--- src/rtl/dmem_port_arbiter.sv ---
// Arbiter and sequencer for a dual-port data memory whose two ports share one write enable.
// Requester A drives port 1 and B drives port 2; conflicting writes are serialized with a round-robin grant.
module dmem_port_arbiter #(
    parameter int unsigned ADDR_WIDTH = 5,
    parameter int unsigned DATA_WIDTH = 32,
    parameter int unsigned CNT_WIDTH  = 16
) (
    input  logic                  clk,
    input  logic                  rst_n,
    input  logic                  a_valid,
    input  logic                  a_we,
    input  logic [ADDR_WIDTH-1:0] a_addr,
    input  logic [DATA_WIDTH-1:0] a_wdata,
    output logic                  a_ready,
    output logic                  a_rvalid,
    output logic [DATA_WIDTH-1:0] a_rdata,
    input  logic                  b_valid,
    input  logic                  b_we,
    input  logic [ADDR_WIDTH-1:0] b_addr,
    input  logic [DATA_WIDTH-1:0] b_wdata,
    output logic                  b_ready,
    output logic                  b_rvalid,
    output logic [DATA_WIDTH-1:0] b_rdata,
    output logic [ADDR_WIDTH-1:0] mem_addr1,
    output logic [ADDR_WIDTH-1:0] mem_addr2,
    output logic [DATA_WIDTH-1:0] mem_wd1,
    output logic [DATA_WIDTH-1:0] mem_wd2,
    output logic                  mem_we,
    input  logic [DATA_WIDTH-1:0] mem_rd1,
    input  logic [DATA_WIDTH-1:0] mem_rd2,
    output logic [CNT_WIDTH-1:0]  conflict_cnt
);

    typedef enum logic {
        PRIO_A = 1'b0,
        PRIO_B = 1'b1
    } prio_t;

    prio_t                prio_q;
    prio_t                prio_d;
    logic                 grant_a;
    logic                 grant_b;
    logic                 conflict;
    logic [CNT_WIDTH-1:0] cnt_d;

    // Priority pointer, read responses and conflict counter.
    always_ff @(posedge clk or negedge rst_n) begin
        if (!rst_n) begin
            prio_q       <= PRIO_A;
            a_rvalid     <= 1'b0;
            b_rvalid     <= 1'b0;
            a_rdata      <= '0;
            b_rdata      <= '0;
            conflict_cnt <= '0;
        end else begin
            prio_q       <= prio_d;
            a_rvalid     <= grant_a && !a_we;
            b_rvalid     <= grant_b && !b_we;
            conflict_cnt <= cnt_d;
            if (grant_a && !a_we) begin
                a_rdata <= mem_rd1;
            end
            if (grant_b && !b_we) begin
                b_rdata <= mem_rd2;
            end
        end
    end

    // Grant decision; a shared WE makes read/write mixes and same-address writes unsafe together.
    always_comb begin
        grant_a  = 1'b0;
        grant_b  = 1'b0;
        conflict = 1'b0;
        prio_d   = prio_q;
        cnt_d    = conflict_cnt;
        if (rst_n) begin
            if (a_valid && b_valid) begin
                if (!a_we && !b_we) begin
                    grant_a = 1'b1;
                    grant_b = 1'b1;
                end else if (a_we && b_we && (a_addr != b_addr)) begin
                    grant_a = 1'b1;
                    grant_b = 1'b1;
                end else begin
                    conflict = 1'b1;
                    if (prio_q == PRIO_A) begin
                        grant_a = 1'b1;
                    end else begin
                        grant_b = 1'b1;
                    end
                end
            end else begin
                grant_a = a_valid;
                grant_b = b_valid;
            end
        end
        if (conflict) begin
            prio_d = (prio_q == PRIO_A) ? PRIO_B : PRIO_A;
            if (conflict_cnt != {CNT_WIDTH{1'b1}}) begin
                cnt_d = conflict_cnt + CNT_WIDTH'(1);
            end
        end
    end

    // Single-grant cases mirror the winner onto both ports so the shared WE writes one location.
    always_comb begin
        a_ready   = grant_a;
        b_ready   = grant_b;
        mem_addr1 = a_addr;
        mem_addr2 = b_addr;
        mem_wd1   = '0;
        mem_wd2   = '0;
        mem_we    = 1'b0;
        if (grant_a && grant_b) begin
            mem_wd1 = a_wdata;
            mem_wd2 = b_wdata;
            mem_we  = a_we;
        end else if (grant_a) begin
            mem_addr2 = a_addr;
            mem_wd1   = a_wdata;
            mem_wd2   = a_wdata;
            mem_we    = a_we;
        end else if (grant_b) begin
            mem_addr1 = b_addr;
            mem_wd1   = b_wdata;
            mem_wd2   = b_wdata;
            mem_we    = b_we;
        end
    end

endmodule

--- config.mk ---
export PLATFORM = sky130hd
export DESIGN_NAME = dmem_port_arbiter
export DESIGN_NICKNAME = d
export VERILOG_FILES = /design/src/rtl/dmem_port_arbiter.sv
export SDC_FILE = /design/constraint.sdc
export NUM_CORES = 1
export LEC_CHECK = 0
export ABC_CLOCK_PERIOD_IN_PS = 2300
export CAP_MARGIN = 40
export CORE_AREA = 2 2 117 119
export CTS_CLUSTER_DIAMETER = 50
export CTS_CLUSTER_SIZE = 10
export DETAILED_ROUTE_END_ITERATION = 10
export DIE_AREA = 0 0 119 121
export GPL_TIMING_DRIVEN = 1
export PLACE_DENSITY = 0.86
export SLEW_MARGIN = 20
export SYNTH_ARGS = -nofsm -noshare
export SYNTH_HDL_FRONTEND = slang
export SYNTH_SLANG_ARGS = --single-unit
--- constraint.sdc ---
create_clock -name clk -period 2.3 [get_ports clk]
set_input_delay 0.345 -clock clk [delete_from_list [all_inputs] [get_ports clk]]
set_output_delay 0.345 -clock clk [all_outputs]
set_load 0.05 [all_outputs]
## After elaboration in Yosys (flattened, before gate mapping)

Cells that the tools add are included.

| storage, ports and cells | value |
|---|---|
| input bits | 144 |
| flip-flop bits (word level) | 83 |
| word-level logic and storage cells | 45 |
| output and inout port bits | 159 |

| cells by class | value |
|---|---|
| mux-type cells | 26 |
| add/subtract/negate cells | 1 |
| reduce and logical (&&, ||, !) cells | 10 |
| equality and inequality tests | 2 |

Operators by type and width:

| cell | number |
|---|---|
| two-way mux 32 bit | 4 |
| two-way mux 5 bit | 5 |
| two-way mux 1 bit | 17 |
| adder 16 x 1 -> 16 bit (second input constant) | 1 |
| inequality test 16 bit (second input constant) | 1 |
| logical AND 1 bit | 7 |
| inequality test 5 bit | 1 |
| logical NOT 1 bit | 2 |
| AND reduction 2 bit | 1 |

## Longest topological paths before layout

Gate-level depths: netlist of run 1.

| depth | value |
|---|---|
| depth in word-level cells | 9 |
| mapped depth | 7 |
| depth with buffers taken out | 6 |

## Least setup slack after synthesis of run 1

OpenSTA, ideal clock, no wires.

| timing | value |
|---|---|
| path type | input to output |
| start | input b_addr[1] |
| end | output mem_wd2[22] |
| stages | 6 |
| path slack | -837 ps |
| arrival | 2792 ps |
| data required time | 1955 ps |
| buffers on the path | 2 |
| path through | xor2_1 -> nor4_4 -> a31oi_2 -> buf_2 -> clkbuf_1 -> o21ai_0 |

| on the way | value |
|---|---|
| cells in the longest elaborated chain, start to end | 9 |
| elaborated cells on any way between the ends | 14 |
| those cells by class | eq/ne: 1; mux: 11; reduce/logical: 2 |

Ends and longest elaborated chain:

| what | RTL line | source |
|---|---|---|
| start, declared | 19 | `input logic [ADDR_WIDTH-1:0] b_addr,` |
| inequality test 5 bit (*) | 81 | `end else if (a_we && b_we && (a_addr != b_addr)) begin` |
| logical AND 1 bit (*) | 81 |  |
| two-way mux 1 bit (*) | 81 |  |
| two-way mux 1 bit (*) | 78 | `if (!a_we && !b_we) begin` |
| two-way mux 1 bit (*) | 77 | `if (a_valid && b_valid) begin` |
| two-way mux 1 bit (*) | 76 | `if (rst_n) begin` |
| net b_ready | 21 | `output logic b_ready,` |
| two-way mux 32 bit | 123 | `end else if (grant_b) begin` |
| two-way mux 32 bit | 118 | `end else if (grant_a) begin` |
| two-way mux 32 bit (*) | 114 | `if (grant_a && grant_b) begin` |
| end, declared | 27 | `output logic [DATA_WIDTH-1:0] mem_wd2,` |

The timed path passes the listed nets; every way through them passes the cells marked *.

## Worst setup path after layout of run 1

| timing | value |
|---|---|
| start | register prio_q |
| end | output mem_wd1[12] |

| on the way | value |
|---|---|
| cells in the longest elaborated chain, start to end | 8 |
| elaborated cells on any way between the ends | 14 |
| those cells by class | mux: 13; reduce/logical: 1 |

Ends and longest elaborated chain:

| what | RTL line | source |
|---|---|---|
| start, declared | 39 | `prio_t prio_q;` |
| start signal, assigned | 56 | `prio_q <= prio_d;` |
| two-way mux 1 bit | 86 | `if (prio_q == PRIO_A) begin` |
| two-way mux 1 bit | 81 |  |
| two-way mux 1 bit | 78 |  |
| two-way mux 1 bit | 77 |  |
| two-way mux 1 bit | 76 |  |
| two-way mux 32 bit | 123 |  |
| two-way mux 32 bit | 118 |  |
| two-way mux 32 bit (*) | 114 |  |
| end, declared | 26 | `output logic [DATA_WIDTH-1:0] mem_wd1,` |

Every way passes the cells marked *; elsewhere a longest branch is shown, timed or not.

==> out/qor.txt, run 1 <==
WP data arrival: 2.11 ns
Pwr dens: 810 nW/um^2
Slowest-stage cell, CP: dfrtp_1
Most common cell in the synthesized netlist: dfrtp_1
Die area: 14,400 sq um
Vias in the first global route: 5,159
TNS Setup: -4.80 ns
Port bufs: 302
First-pass GRT wire length: 29.0 mm
TritonCTS Buffers: 9
Initial antenna violation count: 0
Yosys cell types: 35
Setup slack after layout: -0.153 ns
Max clock buf depth: 2
Post-Synthesis Cells: 388
Worst-Skew Late Latency: 0.34 ns
Site Rows: 42
FF+latch area: 2080 sq um
DP HPWL: 13.3 mm
Synthesized area per cell: 11.0 sq um
Worst EP required: 1.96 ns
Remaining DRCs: 0
Ports: 303
Final hold vios: 0
Most used cell, CP: buf_12
CP Cell Sequence: nor2b_1 -> a21o_1 -> a31oi_4 -> buf_12 -> buf_8 -> buf_16 -> nand2_2 -> o21ai_2 -> buf_12
Die H: 121 microns
Area grow syn2layout: 142%
Via density per instance: 5.02
Filler cells: 684
Post-layout util: 78.9%
Share of cells above drive strength 1: 51.3%
1st-pass router iterations: 4
Ys flop type: dfrtp_1
Antenna cell count: 0
Slew at the pin closest to its max-slew limit: 0.558 ns
Post-synth EDFFs: 0
R2r setup slk: 0.31 ns
WL/cell: 21.9 microns
Synth Warn #: 0
CP Class: reg -> out
Peak supply drop: 0.690 mV
TritonCTS clock tree: built
H-tree levels: 3
Synthesized Nets: 533
Core Box Area: 13,100 sq um
Final ANT Viol Nets: 0
Fmax: 408 MHz
Cell Area, Synth: 4270 sq um
Pleak: 4.36 nW
Total grt overflow: 0
Critical Path Max Stage Delay: 0.39 ns
Layout Skew: 0.00836 ns
Worst Setup SP: prio_q$_DFFE_PN0P_
Placement Setup Slack: -0.638 ns
Fin crit period: 2.45 ns
CP Launch Type: flop
Worst relative slew slack: 62.8%
Dpl cell area: 8770 sq um
Area of the multi-input gates: 3120 sq um
Unrepaired setup endpoints after global routing: true
Fin area: 10,300 sq um
Cell taking the most area after synthesis: dfrtp_1
WL final: 20.4 mm
Number of setup violations in the final report: 70
Max Slew Vio Count: 0
Max-cap viol count: 0
Clock root cell: clkbuf_16
RR Startpoint: prio_q$_DFFE_PN0P_
Largest net degree at the start of global routing: 45
Async set or reset register ratio after synthesis: 100%
Sink Count: 83
Area contributors post-synth: dfrtp_1 49%, mux2_2 11%, mux2_4 10%
Critical Path Sink Type: primary output
Gr usage total: 26.5%
Most frequent cells after synthesis: 83 x dfrtp_1, 76 x nand2_1, 65 x o21ai_0, 42 x mux2_2, 29 x mux2_4
Total power: 8.36 mW
GPL Wtd Cong: 0.872
Initial core utilization: 32.7%
Failing checks: negative setup slack
Post-layout nets: 897
Seq/Total Area, Yosys: 48.6%
Worst Reg-to-Reg Cells: 7
Initial drt markers: 156
Final period utilization: 107%
Share of the synthesized area in the top cell type: 48.6%
Worst min path class: in -> async
Status: finished with violations
R2R Path End: b_rdata[6]$_DFFE_PN0P_
Register bit total from synthesis: 83
DIE WIDTH: 119 microns
Crit Path Max Fanout: 9
CTS clock-pin slew for the worst setup and hold paths: 0.06 ns
Via Count: 4,681
-- stage by stage --
step | hold slack, ns | cells
floorplan | 0.0494 | 388
global placement | 0.152 | 892
detailed placement | 0.151 | 892
CTS | 0.121 | 929
global route | 0.150 | 933
finish | 0.114 | 933
-- how the worst max path moves through the flow --
stage | end | slack, ns
5_1_grt | mem_wd1[12] | -0.20
6_report | mem_wd1[12] | -0.15
3_3_place_gp | mem_wd1[21] | -0.62
4_1_cts | mem_addr1[4] | -0.11
2_1_floorplan | mem_wd2[0] | -0.15
3_5_place_dp | mem_wd2[28] | -0.64
-- where the power goes --
group / switching [mW] / internal [mW]
registers: 0.254 / 1.83
clock network: 0.612 / 0.880
logic: 2.76 / 2.03
-- cell families (layout without fill, tap and decap cells) --
family                   count (synthesis)  after routing  synth area share (%)
AO/OA/AOI/OAI                           73             73                  9.54
XOR/XNOR                                20             20                  4.10
adder cells (fa/ha/maj)                  1              1                 0.293
buffers and inverters                   25            394                  3.16
flip-flops                              83             83                  48.6
multiplexers                            76             76                  22.6
AND/OR/NAND/NOR                        110            110                  11.7
-- cells in the final DEF, fill, tap and decap left out, types with 5 or more instances in the layout --
cell / synthesis / routed
clkdlybuf4s50_1: 0 / 210
buf_12: 0 / 74
xor2_1: 18 / 13
nor4_1: 5 / 5
nand3_1: 5 / 5
o21ai_4: 0 / 55
clkbuf_16: 0 / 10
buf_4: 0 / 44
dlygate4sd2_1: 0 / 5
buf_8: 0 / 11
nand2_4: 0 / 21
nand2_1: 76 / 23
nand2_2: 0 / 32
dfrtp_1: 83 / 81
o21ai_2: 1 / 11
buf_6: 4 / 17
nor3_1: 6 / 6
buf_16: 0 / 6
mux2_2: 42 / 34
mux2_4: 29 / 39
-- area by class of cell --
class                      count  share of cell area, %
sequential                    83                   20.1
multi-input combinational    280                   30.2
inverter                       2                 0.0727
tap                          176                   2.13
clock inverter                 6                  0.667
clock buffer                  10                   2.32
timing repair buffer         376                   44.4
-- critical path: cells and delay by family, from the launching register on --
kind | cells | cell delay [ns]
AO/OA/AOI/OAI | 3 | 0.59
buffers and inverters | 4 | 0.61
flip-flops | 1 | 0.39
AND/OR/NAND/NOR | 2 | 0.17
-- timing repair --
item | CTS | global route
pin swaps | 41 | 26
setup buffers | 15 | 5
cloned | 8 | 1
setup endpoints to repair | 106 | 75
endpoints found under the hold margin | 1 | 0
hold buffers | 1 | 0
gates resized for setup | 186 | 60
-- per-layer routing --
metal	share of wire (%)	track usage, %	up-vias
met5	0	0	-
met4	4.0	11.5	0
met3	6.5	7.24	50
met2	54	49.4	239
met1	35	27.8	2312
li1	-	-	2080
-- sequential cells by signal, indices dropped and copies added, names as in the netlist --
name	count
conflict_cnt	16
b_rvalid	1
a_rdata	32
prio_q	1
b_rdata	32
a_rvalid	1
No activity file was read; power rests on OpenSTA's default activity.
==> run 2: changes to the inputs <==
CORE_AREA = not set   (was 2 2 117 119)
CORE_MARGIN = 4   (was not set)
CORE_UTILIZATION = 35   (was not set)
DIE_AREA = not set   (was 0 0 119 121)
PLACE_DENSITY = 0.91   (was 0.86)
==> run 2 against run 1 <==
Compared with the run above:
- the run still ends with negative setup slack left
- worst setup slack got worse by 0.22 ns
- total power increased by 6.4%
- non-clock buffer count increased by 21
- combinational power increased by 10%
- maximum frequency decreased by 8.2%
- sequential power increased by 4%
- clock-buffer cell count increased by 1
- global-route usage increased by 10 points
- wire length increased by 49%
==> out/qor.txt, run 2 (same netlist as run 1, synthesis figures left out) <==
Max-cap viol count: 0 (unchanged)
GPL Wtd Cong: 0.908 (+4.2%)
Final period utilization: 116% (+9.5 points)
Initial drt markers: 545 (+250%)
Crit Path Max Fanout: 6 (-3)
Failing checks: negative setup slack
Die H: 119 microns (-2.1%)
Worst relative slew slack: 57.0% (-5.8 points)
DIE WIDTH: 119 microns (-0.42%)
Total power: 8.90 mW (+6.4%)
Initial core utilization: 35.7% (+3.1 points)
WP data arrival: 2.33 ns (+0.22 ns)
CP Buf/Inv Count: 6 (+2)
Fmax: 374 MHz (-8.2%)
Crit path max-delay family: buffers and inverters
Core Box Area: 12,000 sq um (-8.6%)
First-pass GRT wire length: 38.7 mm (+33%)
Most frequent cells in the layout: 210 x clkdlybuf4s50_1, 91 x buf_12, 80 x dfrtp_1
Total grt overflow: 0 (unchanged)
CP Cell Sequence: clkdlybuf4s15_2 -> buf_6 -> nand2_1 -> a21o_1 -> a31oi_4 -> buf_4 -> buf_6 -> buf_6 -> nand2_2 -> o21ai_4 -> buf_12
WL/cell: 32.8 microns (+50%)
Area grow syn2layout: 163%
WL final: 30.4 mm (+49%)
Post-layout util: 94.0% (+15 points)
Share of cells above drive strength 1: 54.8% (+3.6 points)
Commonest non-fill, non-tap cell in the layout: clkdlybuf4s50_1
Final ANT Viol Nets: 0 (unchanged)
Remaining DRCs: 0 (unchanged)
Via density per instance: 5.86 (+17%)
Die area: 14,000 sq um (-2.5%)
Largest net degree at the start of global routing: 55 (+22%)
Worst min path class: in -> async
Site Rows: 40 (-4.8%)
Fin crit period: 2.67 ns (+0.220 ns)
Max Slew Vio Count: 0 (unchanged)
Final hold vios: 0 (unchanged)
Layout Skew: 0.0123 ns (+0.00395 ns)
Most used cell, CP: buf_6
Ports: 303 (unchanged)
Status: finished with violations
Hold WS: 0.0863 ns (-0.0281 ns)
Largest regs: a_rdata (32), b_rdata (32), conflict_cnt (16)
Unrepaired setup endpoints after global routing: true
Pwr dens: 791 nW/um^2 (-2.4%)
Slew at the pin closest to its max-slew limit: 0.645 ns (+0.0870 ns)
Worst EP required: 1.96 ns (about the same)
TNS Setup: -19.11 ns (-14.31 ns)
CP Class: in -> out
Pleak: 4.62 nW (+6.0%)
Number of setup violations in the final report: 104 (+49%)
Port bufs: 302 (unchanged)
Clock root cell: clkbuf_16
Via Count: 5,425 (+16%)
Worst-Skew Late Latency: 0.33 ns (about the same)
Sink Count: 83 (unchanged)
Gr usage total: 36.7% (+10 points)
DP HPWL: 14.4 mm (+8.7%)
1st-pass router iterations: 5 (+1)
TritonCTS clock tree: built
Critical Path Sink Type: primary output
Max clock buf depth: 2 (unchanged)
Vias in the first global route: 5,602 (+8.6%)
Critical Path Max Stage Delay: 0.26 ns (-0.13 ns)
CP Launch Type: primary input
Slowest-stage cell, CP: a31oi_4
TritonCTS Buffers: 9 (unchanged)
H-tree levels: 3 (unchanged)
Initial antenna violation count: 0 (unchanged)
Post-layout nets: 918 (+2.3%)
CTS clock-pin slew for the worst setup and hold paths: 0.07 ns (about the same)
Peak supply drop: 0.802 mV (+16%)
Setup slack after layout: -0.372 ns (-0.220 ns)
-- run 2: layout make-up --
cell class / count / area [sq um]
repair buffers: 397 / 5000
multi-input cells: 280 / 3670
flip-flops and latches: 83 / 2080
fillers: 285 / 712
clock buffers: 11 / 253
well taps: 147 / 184
clock inverters: 4 / 50.0
inverters: 2 / 7.51
diodes: 1 / 2.50
-- run 2: layer usage --
| metal | GRT usage, % | wire (microns) | vias up |
|---|---|---|---|
| met2 | 61.5 | 14300 | 478 |
| li1 | - | - | 2121 |
| met4 | 17.8 | 2090 | 0 |
| met3 | 11.3 | 3190 | 148 |
| met1 | 42.7 | 10800 | 2678 |
| met5 | 0 | 0 | - |
-- run 2: metrics by stage --
step | worst slack [ns] | area (sq um) | instances
6_report | -0.372 | 11200 | 925
5_1_grt | -0.376 | 11200 | 924
4_1_cts | -0.216 | 10900 | 911
3_5_place_dp | -0.605 | 8820 | 864
3_3_place_gp | -0.563 | 8820 | 864
2_1_floorplan | -0.147 | 4600 | 388
-- run 2: final timing paths --
check,startpoint,to,slack (ns),cells past startpoint
worst max-delay path,b_valid,mem_wd1[7],-0.37,11
worst min-delay path,rst_n,a_rdata[5]$_DFFE_PN0P_,0.09,2
worst max register to register,prio_q$_DFFE_PN0P_,b_rdata[27]$_DFFE_PN0P_,-0.02,9
worst min register to register,b_rdata[19]$_DFFE_PN0P_,b_rdata[19]$_DFFE_PN0P_,0.50,1
max in group asynchronous,rst_n,a_rdata[20]$_DFFE_PN0P_,1.21,3
min in group clk,b_rdata[19]$_DFFE_PN0P_,b_rdata[19]$_DFFE_PN0P_,0.50,1
-- run 2: timing repair --
action | in CTS | in global routing
pin swaps | 79 | 46
setup endpoints to repair | 108 | 77
setup buffers | 21 | 20
gates resized for setup | 331 | 55
cloned | 11 | 1
hold buffers | 0 | 0
-- run 2: power breakdown --
part           switching [mW]  internal (mW)
clock                   0.579          0.893
sequential              0.330           1.83
combinational            3.06           2.20
